[config.mk]
export PLATFORM = sky130hd
export DESIGN_NAME = disp8_bcd_scan
export DESIGN_NICKNAME = d
export VERILOG_FILES = /design/src/rtl/disp8_bcd_scan.sv
export SDC_FILE = /design/constraint.sdc
export NUM_CORES = 1
export LEC_CHECK = 0
export ABC_AREA = 1
export BUFFER_PORTS_ARGS = -buffer_cell sky130_fd_sc_hd__buf_2
export CAP_MARGIN = 20
export CORE_MARGIN = 8
export CORE_UTILIZATION = 45
export CTS_BUF_LIST = sky130_fd_sc_hd__clkbuf_4
export DETAILED_ROUTE_END_ITERATION = 7
export GPL_ROUTABILITY_DRIVEN = 1
export GPL_TIMING_DRIVEN = 0
export MAX_ROUTING_LAYER = met4
export PLACE_DENSITY = 0.67
export SETUP_SLACK_MARGIN = 0.3
export SYNTH_ARGS = -nofsm -noshare
export SYNTH_HDL_FRONTEND = slang
export SYNTH_SLANG_ARGS = --single-unit
[constraint.sdc]
create_clock -name clk -period 3.5 [get_ports clk]
set_input_delay 0.875 -clock clk [delete_from_list [all_inputs] [get_ports clk]]
set_output_delay 0.875 -clock clk [all_outputs]
set_load 0.1 [all_outputs]
[src/rtl/disp8_bcd_scan.sv]
// rtl/disp8_bcd_scan.sv - eight-digit multiplexed 7-segment display for a BCD result
// Latches a finished conversion and time-multiplexes it onto active-low anodes/segments.
module disp8_bcd_scan #(
  parameter int PRESC    = 50000,
  parameter int BLANK_LZ = 1
) (
  input  logic        clk,
  input  logic        rst,
  input  logic [31:0] Ddec,
  input  logic [3:0]  ptr_dig,
  input  logic [7:0]  dp_en,
  output logic [7:0]  AN,
  output logic [6:0]  seg,
  output logic        dp,
  output logic        upd
);

  localparam logic [19:0] LP_PRESC_TOP = 20'(PRESC - 1);

  logic        r_done_q;
  logic [31:0] r_latch;
  logic [19:0] r_presc;
  logic [2:0]  r_scan;
  logic        r_upd;
  logic [7:0]  r_an;
  logic [6:0]  r_seg;
  logic        r_dp;

  logic        w_done;
  logic        w_capture;
  logic        w_tick;
  logic [7:0]  w_keep;
  logic        w_acc;
  logic [3:0]  w_nib;
  logic        w_blank;
  logic [6:0]  w_seg_dec;

  assign w_done    = (ptr_dig == 4'd0);
  assign w_capture = w_done & ~r_done_q;
  assign w_tick    = (r_presc == LP_PRESC_TOP);

  // Latch / conversion tracking; the latch only moves on the rising edge of done
  always_ff @(posedge clk) begin
    if (rst) begin
      r_done_q <= 1'b1;
      r_latch  <= 32'd0;
      r_upd    <= 1'b0;
    end else begin
      r_done_q <= w_done;
      r_upd    <= w_capture;
      if (w_capture) begin
        r_latch <= Ddec;
      end
    end
  end

  always_ff @(posedge clk) begin
    if (rst) begin
      r_presc <= 20'd0;
      r_scan  <= 3'd0;
    end else begin
      if (w_tick) begin
        r_presc <= 20'd0;
        r_scan  <= r_scan + 3'd1;
      end else begin
        r_presc <= r_presc + 20'd1;
      end
    end
  end

  // w_keep[k]: some nibble or point at or above digit k is lit, so digit k must show
  always_comb begin
    w_keep = 8'd0;
    w_acc  = 1'b0;
    for (int k = 7; k >= 0; k--) begin
      w_acc     = w_acc | (r_latch[4*k +: 4] != 4'd0) | dp_en[k];
      w_keep[k] = w_acc;
    end
    w_keep[0] = 1'b1;
    if (BLANK_LZ == 0) begin
      w_keep = 8'hFF;
    end
  end

  assign w_nib   = r_latch[{r_scan, 2'b00} +: 4];
  assign w_blank = ~w_keep[r_scan];

  always_comb begin
    w_seg_dec = 7'b0111111;
    case (w_nib)
      4'd0:    w_seg_dec = 7'b1000000;
      4'd1:    w_seg_dec = 7'b1111001;
      4'd2:    w_seg_dec = 7'b0100100;
      4'd3:    w_seg_dec = 7'b0110000;
      4'd4:    w_seg_dec = 7'b0011001;
      4'd5:    w_seg_dec = 7'b0010010;
      4'd6:    w_seg_dec = 7'b0000010;
      4'd7:    w_seg_dec = 7'b1111000;
      4'd8:    w_seg_dec = 7'b0000000;
      4'd9:    w_seg_dec = 7'b0010000;
      default: w_seg_dec = 7'b0111111;
    endcase
  end

  always_ff @(posedge clk) begin
    if (rst) begin
      r_an  <= 8'hFF;
      r_seg <= 7'h7F;
      r_dp  <= 1'b1;
    end else begin
      r_an  <= ~(8'd1 << r_scan);
      r_seg <= w_blank ? 7'h7F : w_seg_dec;
      r_dp  <= w_blank ? 1'b1 : ~dp_en[r_scan];
    end
  end

  assign AN  = r_an;
  assign seg = r_seg;
  assign dp  = r_dp;
  assign upd = r_upd;

endmodule

**Word-level counts from Yosys, hierarchy flattened**

Memory sizes are Yosys's and may differ from the RTL's. A register that Yosys moved wholly into a read port is not among the register bits.
Cells that the tools add are included.

- Register bits after elaboration: 66
- Latch bits: 0
- RAM bits: 0
- Memory bits (read-only): 112
- Input bits: 46
- Output and inout bits: 17
- Word-level logic and storage cells: 46
- Memories: 1

Memory list:

| memory | depth | width | rd ports | clocked after Yosys merged registers in | wr ports | RTL line | source |
|---|---|---|---|---|---|---|---|
| (no name shown) | 16 | 7 | 1 | 1 | 0 | 90 | `case (w_nib)` |

- $add $sub $neg: 2
- Multiply operators: 0
- Divide/modulo/power cells: 0
- Order comparisons: 1
- Equal/unequal tests: 1
- Shift operators: 2
- Mux-type cells: 4
- Bitwise logic cells: 18
- Reduce and logical (&&, ||, !) cells: 10

Operator list:

| cell | count |
|---|---|
| indexed part select 32 x 6 -> 4 bit | 1 |
| nonzero test 4 bit | 7 |
| adder 20 x 1 -> 20 bit (second input constant) | 1 |
| == test 20 x 16 -> 1 bit (second input constant) | 1 |
| OR 1 bit | 13 |
| inverter 8 bit | 1 |
| << shifter 1 x 3 -> 8 bit (first input constant) | 1 |
| binary-select mux 1 bit (select 3 bit) | 2 |
| zero test 4 bit | 1 |
| < comparator 3 x 4 -> 1 bit (second input constant) | 1 |
| OR reduction 2 bit | 2 |
| adder 3 x 1 -> 3 bit (second input constant) | 1 |
| inverter 1 bit | 3 |
| 2-to-1 mux 1 bit | 2 |
| AND 1 bit | 1 |

**Logic depth before layout (Yosys ltp)**

- Depth after elaboration: 18
- Gate-level depth with buffers: 13
- Mapped depth without buffers: 11

**Worst setup path before layout**

No wires, ideal clock.

- Kind: input port to flip-flop
- Start point: input port ptr_dig[3]
- End point: register r_latch[12]
- Library setup time: 128 ps
- Data arrival time: 1719 ps
- Required time: 3372 ps
- Path slack: 1653 ps
- Stages on the path: 7
- Buffers on the path: 2
- Cells stage by stage: nor2_1 -> nand2_1 -> or2_1 -> buf_2 -> clkbuf_1 -> o21ai_0 -> a21oi_1

- Longest elaborated chain between the ends: 2

RTL lines:

| element | RTL line | source |
|---|---|---|
| start: declaration | 10 | `input logic [3:0] ptr_dig,` |
| zero test 4 bit | 38 | `assign w_done = (ptr_dig == 4'd0);` |
| AND 1 bit | 39 | `assign w_capture = w_done & ~r_done_q;` |
| end signal: assignment | 46 | `r_latch <= 32'd0;` |
| end signal: assignment | 52 | `r_latch <= Ddec;` |
| end: declaration | 21 | `logic [31:0] r_latch;` |

No other way between the ends.
A chain may end at the register's enable or synchronous reset.

**Worst setup path after layout**

- Start point: register r_an[6], in the netlist AN[6]
- End point: output port AN[6]

RTL lines:

| element | RTL line | source |
|---|---|---|
| start: declaration | 25 | `logic [7:0] r_an;` |
| start signal: assignment | 111 | `r_an <= ~(8'd1 << r_scan);` |
| end: declaration | 12 | `output logic [7:0] AN,` |

No word-level cell between the ends.

==> results_dict.tcl <==
set metrics [dict create \
    ys_warn_count 0 \
    cts_hold_buf 0 \
    drtAntennaViolNets 0 \
    cp_top_family "buffers and inverters" \
    route.vias.total 3365 \
    fp.dieArea_sq_um 10900 \
    fin_ws_ns 1.45 \
    synthCells 484 \
    rsz0062_at_grt "no" \
    cts.reportedPaths.clkPinSlew_ns 0.13 \
    core_area_sq_um 7650 \
    avgSynthCellArea_sq_um 7.26 \
    final_core_util_pct 53.8 \
    clk_latency_ns 0.42 \
    syn_to_final_growth_pct 17.1 \
    slowest_stage "buf_2" \
    p_leak_nw 1.71 \
    p_per_area_nw_per_um2 395 \
    clockRootBuffer "clkbuf_4" \
    outcome "finished, final reports clean" \
    numCtsBuffers 9 \
    syn_nets 542 \
    clkSinkCount 73 \
    timing.fmax_mhz 487 \
    antenna_found_initial 0 \
    fin_worst_skew_ns 0.0153 \
    clk_path_buf_depth 2 \
    min_path_type "reg -> reg" \
    final_cell_mix "nand2_1 (89), dfxtp_1 (73), buf_2 (68)" \
    start_util_pct 45.9 \
    critPathArrivalTime_ns 1.18 \
    grt.overflow.total 0 \
    netlist_area_sq_um 3510 \
    via_per_inst 5.07 \
    drtPass1Iterations 5 \
    grt_pass1_vias 3243 \
    cpPeakStageDelay_ns 0.42 \
    num_rows 32 \
    hold_viol 0 \
    nets 615 \
    grt_usage_pct 17.1 \
    worst-path-max-fanout 1 \
    tightest_slew_ns 0.491 \
    drive_above_1_share_pct 19.8 \
    die_w_microns 104 \
    critPathBufInv 1 \
    maxCapViolCount 0 \
    cts_tree "done" \
    drt_iter0_drc 235 \
    gp_congestion 0.892 \
    period_minus_slack_ns 2.05 \
    worstPathCellList "buf_2" \
    holdWs_ns 0.455 \
    setup-violations-final 0 \
    wl_per_cell_microns 13.3 \
    start_kind "register" \
    num_io_pins 63 \
    cts_resized 0 \
    worst_ep_required_time_ns 2.62 \
    antenna_cells 0 \
    crit_type "reg -> out" \
    ir_worst_vdd_mv 0.185 \
    routed_wl_microns 8840 \
    yosysUniqueCellTypes 33 \
    synth.yosys.seq_area_share_pct 41.6 \
    placed_cells 648 \
    cts.htree.levels 3 \
    dp_slack_ns 1.35 \
    slew-limit-headroom_pct 67.5 \
    final_common_cell "nand2_1" \
    instances_no_fill 664 \
    end_kind "primary output" \
    grt_pass1_wl_microns 15000 \
    cts_setup_buffers 0 \
    slew_violations 0 \
    dp_hpwl_microns 6810 \
    grt_max_degree 14 \
    synth-seq-cells 73 \
    min_period_over_period_pct 58.7 \
    die_y_microns 104 \
    drc 0 \
    fin_tns_setup_ns 0 \
    port_buffers 62 \
]
-- layer usage --
metal / GRT usage (%) / vias up / wire [microns]
met2: 26.3 / 121 / 3990
met4: 6.83 / 0 / 144
met1: 20.9 / 1501 / 4140
met3: 4.09 / 15 / 558
li1: - / 1728 / -
met5: - / - / 0
-- state kept, by name, indices dropped and copies added (netlist names) --
| name | count |
|---|---|
| r_scan | 3 |
| seg | 7 |
| AN | 8 |
| r_done_q | 1 |
| dp | 1 |
| r_latch | 32 |
| upd | 1 |
| r_presc | 20 |
-- path summary, 6_finish.rpt --
kind | startpoint | end | slack, ns | depth (start not counted)
max reg2reg | r_scan[1] | seg[5] | 1.45 | 11
min reg2reg | r_presc[0] | r_presc[0] | 0.45 | 1
min | r_presc[0] | r_presc[0] | 0.45 | 1
max | AN[6] | AN[6] | 1.45 | 1
-- power by group --
group          switching (mW)  total, mW  leakage [nW]  internal (mW)
Clock                   0.313      0.603        0.0859          0.289
Sequential            0.00639      0.856         0.593          0.850
Combinational           0.118      0.168          1.03         0.0493
Total                   0.438       1.63          1.71           1.19
-- per-stage QoR --
stage	cell area [sq um]	total power [mW]
floorplan	3510	0.991
global placement	3950	1.04
detailed placement	3950	1.04
CTS	4110	1.64
global route	4110	1.70
finish	4110	1.63
-- cell type report --
class	count	area [sq um]
fillers	766	3530
multi-input cells	328	1690
flip-flops and latches	73	1460
repair buffers	62	310
inverters	63	239
well taps	102	128
plain buffers	20	120
clock inverters	7	95.1
clock buffers	9	67.6
-- worst reg2reg max path, delay by kind of cell, from the launching register on --
kind	cells	cell delay [ns]
adders and majority gates	1	0.18
and+or+nand+nor	7	0.76
DFF	1	0.57
buffers and inverters	3	0.44
-- kinds of logic (layout without fill, tap and decap cells) --
group | Yosys count | after routing | synth area share (%)
compound gates | 99 | 99 | 14.9
xor+xnor | 5 | 5 | 1.25
fa+ha+maj | 12 | 12 | 4.27
buf+inv | 83 | 161 | 10.2
flops | 73 | 73 | 41.6
simple gates | 212 | 212 | 27.8
-- Yosys cell counts --
library cell,n,area [sq um]
ha_1,12,150
xor2_1,4,35.0
clkinv_1,1,3.75
buf_2,6,30.0
inv_2,5,18.8
nor3b_1,1,7.51
a21oi_2,2,17.5
o21ai_0,42,210
xnor2_1,1,8.76
nor2_4,3,33.8
nor2_1,32,120
a21oi_1,48,240
nand2_2,6,37.5
and3_1,1,6.26
inv_4,1,6.26
nand3b_1,3,22.5
o211ai_1,5,37.5
inv_1,56,210
nand4_1,10,62.6
nor2_2,2,12.5
nor3_1,6,30.0
dfxtp_1,73,1460
nor3_2,1,10.0
nand3_1,53,265
or2_0,2,12.5
or2_2,1,6.26
clkbuf_1,9,33.8
buf_6,5,56.3
nand2_1,89,334
a32o_1,1,10.0
o22ai_1,1,6.26
or2_1,1,6.26
nand3_2,1,10.0
No activity file was read; power rests on OpenSTA's default activity.
